**src/rtl/imm_extend_pipe.sv**
```systemverilog
// rtl/imm_extend_pipe.sv - handshaked immediate/offset sign/zero extension with optional fixed left shift
// Registered output plus one-entry skid buffer; in_ready depends only on skid occupancy.
module imm_extend_pipe #(
  parameter int IN_W  = 3,
  parameter int OUT_W = 8,
  parameter int SHAMT = 1
) (
  input  logic             clk,
  input  logic             rst,
  input  logic             in_valid,
  output logic             in_ready,
  input  logic [IN_W-1:0]  in_offset,
  input  logic [1:0]       in_mode,
  output logic             out_valid,
  input  logic             out_ready,
  output logic [OUT_W-1:0] out_val,
  output logic             out_trunc,
  output logic [15:0]      xfer_count
);

  // Full-precision width: an OUT_W-bit extended value shifted left by SHAMT never overflows W bits.
  localparam int W = OUT_W + SHAMT;
  localparam logic [W-1:0] HI_MASK = ~((W'(1) << IN_W) - W'(1));

  logic             mode_zero;
  logic             mode_shift;
  logic [W-1:0]     ext_w;
  logic [W-1:0]     full_w;
  logic [OUT_W-1:0] new_val;
  logic             new_trunc;

  logic             or_valid;
  logic [OUT_W-1:0] or_val;
  logic             or_trunc;
  logic             sk_full;
  logic [OUT_W-1:0] sk_val;
  logic             sk_trunc;
  logic [15:0]      cnt;

  logic accept;
  logic drain;

  assign mode_zero  = in_mode[0];
  assign mode_shift = in_mode[1];

  always_comb begin
    ext_w = W'(in_offset);
    if (!mode_zero && in_offset[IN_W-1]) begin
      ext_w = ext_w | HI_MASK;
    end
    full_w = ext_w << SHAMT;
    new_val = mode_shift ? full_w[OUT_W-1:0] : ext_w[OUT_W-1:0];
    // Bits above OUT_W-1 must be zero (unsigned) or copies of the result's sign bit (signed).
    new_trunc = 1'b0;
    for (int i = OUT_W; i < W; i++) begin
      if (mode_zero) begin
        new_trunc = new_trunc | full_w[i];
      end else begin
        new_trunc = new_trunc | (full_w[i] ^ full_w[OUT_W-1]);
      end
    end
    if (!mode_shift) begin
      new_trunc = 1'b0;
    end
  end

  assign accept = in_valid && !sk_full;
  assign drain  = or_valid && out_ready;

  always_ff @(posedge clk or posedge rst) begin
    if (rst) begin
      or_valid <= 1'b0;
      or_val   <= '0;
      or_trunc <= 1'b0;
      sk_full  <= 1'b0;
      sk_val   <= '0;
      sk_trunc <= 1'b0;
      cnt      <= 16'd0;
    end else begin
      if (drain) begin
        cnt <= cnt + 16'd1;
        if (sk_full) begin
          // accept is impossible here since in_ready was low
          or_val   <= sk_val;
          or_trunc <= sk_trunc;
          sk_full  <= 1'b0;
        end else if (accept) begin
          or_val   <= new_val;
          or_trunc <= new_trunc;
        end else begin
          or_valid <= 1'b0;
        end
      end else if (accept) begin
        if (!or_valid) begin
          or_valid <= 1'b1;
          or_val   <= new_val;
          or_trunc <= new_trunc;
        end else begin
          sk_full  <= 1'b1;
          sk_val   <= new_val;
          sk_trunc <= new_trunc;
        end
      end
    end
  end

  assign in_ready   = !sk_full;
  assign out_valid  = or_valid;
  assign out_val    = or_val;
  assign out_trunc  = or_trunc;
  assign xfer_count = cnt;

endmodule

```
**config.mk**
```make
export PLATFORM = sky130hd
export DESIGN_NAME = imm_extend_pipe
export DESIGN_NICKNAME = d
export VERILOG_FILES = /design/src/rtl/imm_extend_pipe.sv
export SDC_FILE = /design/constraint.sdc
export NUM_CORES = 1
export LEC_CHECK = 0
export ABC_CLOCK_PERIOD_IN_PS = 2150
export BUFFER_PORTS_ARGS = -buffer_cell sky130_fd_sc_hd__buf_2
export CORE_ASPECT_RATIO = 0.7
export CORE_MARGIN = 1
export CORE_UTILIZATION = 50
export DETAILED_ROUTE_END_ITERATION = 10
export PLACE_DENSITY_LB_ADDON = 0.15
export SLEW_MARGIN = 0
export SYNTH_ARGS = -nofsm -noshare
export SYNTH_HDL_FRONTEND = slang
export SYNTH_SLANG_ARGS = --single-unit
```
**constraint.sdc**
```tcl
create_clock -name clk -period 2.15 [get_ports clk]
set_input_delay 0.43 -clock clk [delete_from_list [all_inputs] [get_ports clk]]
set_output_delay 0.43 -clock clk [all_outputs]
set_load 0.01 [all_outputs]
```
; Yosys cells after proc, flatten, opt, wreduce, memory -nomap -nowiden
; Cells that the tools add are included.
[classes]
n_bitwise = 2
mux = 21
n_reduce_logical = 12
eq_ne = 3
add_sub_neg = 1
[ops]
columns = op, count
row1 = $mux 8, 7
row2 = $add 16x1->16 const B, 1
row3 = $mux 1, 14
row4 = $reduce_and 3->1, 3
row5 = $reduce_bool 2->1, 3
row6 = $ne 2x2->1 const B, 2
row7 = $logic_and 1x1->1, 3
row8 = $logic_not 1->1, 2
row9 = $ne 2x1->1 const B, 1
row10 = $reduce_and 2->1, 1
row11 = $not 1->1, 1
row12 = $xor 1x1->1, 1
[word_totals]
reg_bits = 36
in_bits = 9
out_inout_bits = 27

; Longest topological paths before layout
[depth]
ltp_word = 9
depth_mapped = 7

; Worst setup path after synthesis
; OpenSTA, ideal clock, no wires.
[synth_timing]
path_kind = input port to flip-flop
from = input port out_ready
to = register or_trunc, in the netlist out_trunc
arrival_ns = 1.474
cell_stages = 6
slack_ns = 0.548
required_ns = 2.022
n_path_buf = 1
path_cell_list = buf_4 > nand2_1 > ha_1 > or3_1 > nand2_1 > o21ai_0
[synth_via]
elab_chain_len = 3
word_cells_on_any_way = 5
classes_between = 1 x eq/ne / 1 x mux / 3 x reduce/logical
[synth_lines]
columns = item, line
row1 = "start, declared", 15  ; input logic out_ready,
row2 = $logic_and 1x1->1 *, 68  ; assign drain = or_valid && out_ready;
row3 = $ne 2x1->1 (no line) or $reduce_bool 2->1 (tied branches), -
row4 = $reduce_and 3->1 (no line), -
row5 = "end signal, assigned", 85  ; or_trunc <= sk_trunc;
row6 = "end signal, assigned", 89  ; or_trunc <= new_trunc;
row7 = "end signal, assigned", 97  ; or_trunc <= new_trunc;
row8 = "end, declared", 34  ; logic or_trunc;
; Mark *: on every way between the ends. The rest lies on a longest branch, timed or not.
; A chain may end at the register's enable or synchronous reset.

; Worst setup path after layout
[layout_timing]
from = register sk_full
to = register or_val[0], in the netlist out_val[0]
[layout_via]
elab_chain_len = 4
word_cells_on_any_way = 7
classes_between = 2 x mux / 5 x reduce/logical
[layout_lines]
columns = item, line
row1 = "start, declared", 35  ; logic sk_full;
row2 = "start signal, assigned", 75  ; sk_full <= 1'b0;
row3 = "start signal, assigned", 86  ; sk_full <= 1'b0;
row4 = "start signal, assigned", 99  ; sk_full <= 1'b1;
row5 = $logic_not 1->1, 67  ; assign accept = in_valid && !sk_full;
row6 = $logic_and 1x1->1, 67
row7 = $reduce_bool 2->1 (no line), -
row8 = $reduce_and 3->1 (no line), -
row9 = "end signal, assigned", 84  ; or_val <= sk_val;
row10 = "end signal, assigned", 88  ; or_val <= new_val;
row11 = "end signal, assigned", 96  ; or_val <= new_val;
row12 = "end, declared", 33  ; logic [OUT_W-1:0] or_val;
; Several ways; a longest one is shown, not always the timed one.

==> impl_metrics.tcl <==
set metrics [dict create \
    status "finished, final reports clean" \
    yosysWarnings 0 \
    skew_ps 2.93 \
    hold_viol_final 0 \
    critPathTopFamily "simple AND/OR/NAND/NOR gates" \
    setup_violations 0 \
    rsz0062_at_grt "false" \
    fin_crit_ps 1680 \
    clk_path_buf_depth 2 \
    syn_inst 135 \
    worst_pin_slew_ps 551 \
    fin_hold_ws_ps 213 \
    synth-compound-area-share 0.0651 \
    chipWidth_um 65.7 \
    ioPinCount 36 \
    placementRows 15 \
    post_synth_xor_area_fraction 0.0924 \
    drt-wirelength-per-cell_um 13.0 \
    cp-start-kind "register" \
    grt_start_max_net_pins 31 \
    p_total_w 0.00202 \
    drt_iter0_drc 69 \
    die_y_um 46.6 \
    post-route-util 0.659 \
    crit_buf_inv 1 \
    drtAntennaViolNets 0 \
    wirelength_mm 2.70 \
    crit_start "sk_full" \
    clock_latency_ps 280 \
    cp.arrival_ps 1880 \
    maxCapViolCount 0 \
    finalNetCount 183 \
    period_share 0.779 \
    root_buffer "clkbuf_8" \
    synth-edff-count 0 \
    synth.distinct_cells 32 \
    grt.overflow.total 0 \
    end_kind "register" \
    start_util 0.553 \
    dp_slack_ps 270 \
    vias_per_cell 5.17 \
    p_sw_w 0.000748 \
    cts_setup_buffers 0 \
    layout-drive-gt1-share 0.295 \
    hpwl_mm 2.04 \
    synth_top_family_by_area "simple AND/OR/NAND/NOR gates" \
    gr-usage-all-layers 0.211 \
    cts_buffers 5 \
    drc_errors 0 \
    critPathMaxFanout 9 \
    crit_path_cell_trace "inv_1 > nand2_1 > ha_1 > nor3_1 > nor2_1 > a31oi_1" \
    p_comb_frac 0.323 \
    leakagePower_nw 0.869 \
    maxSlewViolCount 0 \
    slowest_stage "nor3_1" \
    core_area_um2 2570 \
    clkSinkCount 30 \
    port_buffers 35 \
    synth_fp_nets 146 \
    relSlewSlack 0.630 \
    yosys.area_share.simple 0.226 \
    areaGrowthSynthToFinish_pct 19.3 \
    htree_num_levels 2 \
    yosysSeqAreaShare 0.528 \
    ys_seq_elements 30 \
    tns_ps 0 \
    cts_resized 0 \
    min_path_type "input pin to async pin" \
    slowest_delay_ps 500 \
    n_antenna_cell 0 \
    die-area_um2 3060 \
    p_clk_frac 0.229 \
    grt_pass1_vias 970 \
    firstDrtPassIters 4 \
    tritoncts "done" \
    vias 1071 \
    irDropWorstVdd_uv 700 \
    grt_pass1_wl_mm 4.51 \
    synthMuxAreaShare 0.0220 \
    p_sw_frac 0.370 \
    synthAdderAreaFrac 0.0176 \
    synthFlopType "dfrtp_1" \
    synthArstFlopShare 1.00 \
    internal_power_w 0.00127 \
    critical_path_class "register to register" \
    crit_required_ps 2350 \
    antenna_found_initial 0 \
    fmax_mhz 597 \
    avgSynthCellArea_um2 10.5 \
    cts.clk_slew.worst_paths_ps 60 \
    r2r_start "sk_full" \
    powerDensity_nw_per_um2 1190 \
    gp_congestion 0.767 \
    p_seq_frac 0.448 \
    setup_ws_ps 475 \
    netlist_area_um2 1420 \
    hold_buffers 0 \
]
==> per-layer routing <==
metal / share of wire / global-route usage / vias to the layer above
met1: 0.50 / 0.287 / 494
met3: 0.060 / 0.0594 / 6
met2: 0.43 / 0.322 / 35
li1: - / - / 536
met5: 0 / 0 / -
met4: 0.016 / 0.0783 / 0
==> flip-flops by register name, indices dropped and copies added, names as in the netlist <==
name and cells:
out_val 5, sk_full 1, xfer_count 16, sk_trunc 1
out_trunc 1, out_valid 1, sk_val 5
==> cell type report <==
class	instances	area (µm²)
clock buffers	7	86.3
clock inverters	1	5.00
fillers	211	876
inverters	5	18.8
multi-input cells	93	602
flip-flops and latches	30	751
well taps	34	42.5
repair buffers	37	190
==> path summary, 6_finish.rpt <==
kind / slack, ps / cells past startpoint / endpoint
worst max-delay path: 470 / 6 / out_val[0]
worst min-delay path: 210 / 3 / sk_val[1]
worst max register to register: 470 / 6 / out_val[0]
worst min register to register: 470 / 1 / xfer_count[15]
max in group asynchronous: 1670 / 3 / sk_val[0]
min in group clk: 460 / 3 / out_val[6]
==> stage by stage <==
step	cell area, µm²	std cells
after global placement	1600	199
after floorplan	1420	135
after detailed placement	1600	199
after global routing	1700	207
final	1700	207
after CTS	1700	207
==> power by group through the flow <==
stage                     clock network [W]  registers (W)  logic, W
after floorplan                           0       0.000925  0.000441
after global placement                    0       0.000900  0.000639
after detailed placement                  0       0.000913  0.000660
after CTS                          0.000466       0.000906  0.000662
after global routing               0.000487       0.000934  0.000745
final                              0.000463       0.000905  0.000653
==> worst min-delay path: cells and delay by family <==
| family | cells | cell delay, ps |
|---|---|---|
| buf+inv | 3 | 470 |
==> cells by family after synthesis <==
family,count (synthesis)
fa+ha+maj,2
xor+xnor,15
buf+inv,12
simple gates,56
flops,30
mux,3
compound gates,17
==> synthesized netlist by cell type (2+ instances only) <==
cell,count,share of area
nand4_1,7,0.031
nand2_1,16,0.042
xnor2_1,9,0.055
inv_1,5,0.013
xor2_1,6,0.037
mux2i_1,2,0.014
a31oi_1,4,0.018
ha_1,2,0.018
dfrtp_1,30,0.53
nand3_1,7,0.025
nand2b_1,3,0.013
o21ai_0,12,0.042
nor2_1,10,0.026
buf_4,4,0.021
==> placed cells by master (no fill, tap or decap), drive strengths merged, types with 2 or more instances in the layout <==
master  netlist  layout
buf           6      37
dfrtp        30      30
nand2        16      16
o21ai        12      12
nor2         11      11
xnor2         9       9
nand4         9       9
nand3         8       8
clkbuf        1       7
xor2          6       6
inv           5       5
a31oi         4       4
nand2b        3       3
mux2i         2       2
ha            2       2
Note: power is estimated with default switching activity, not from simulation.
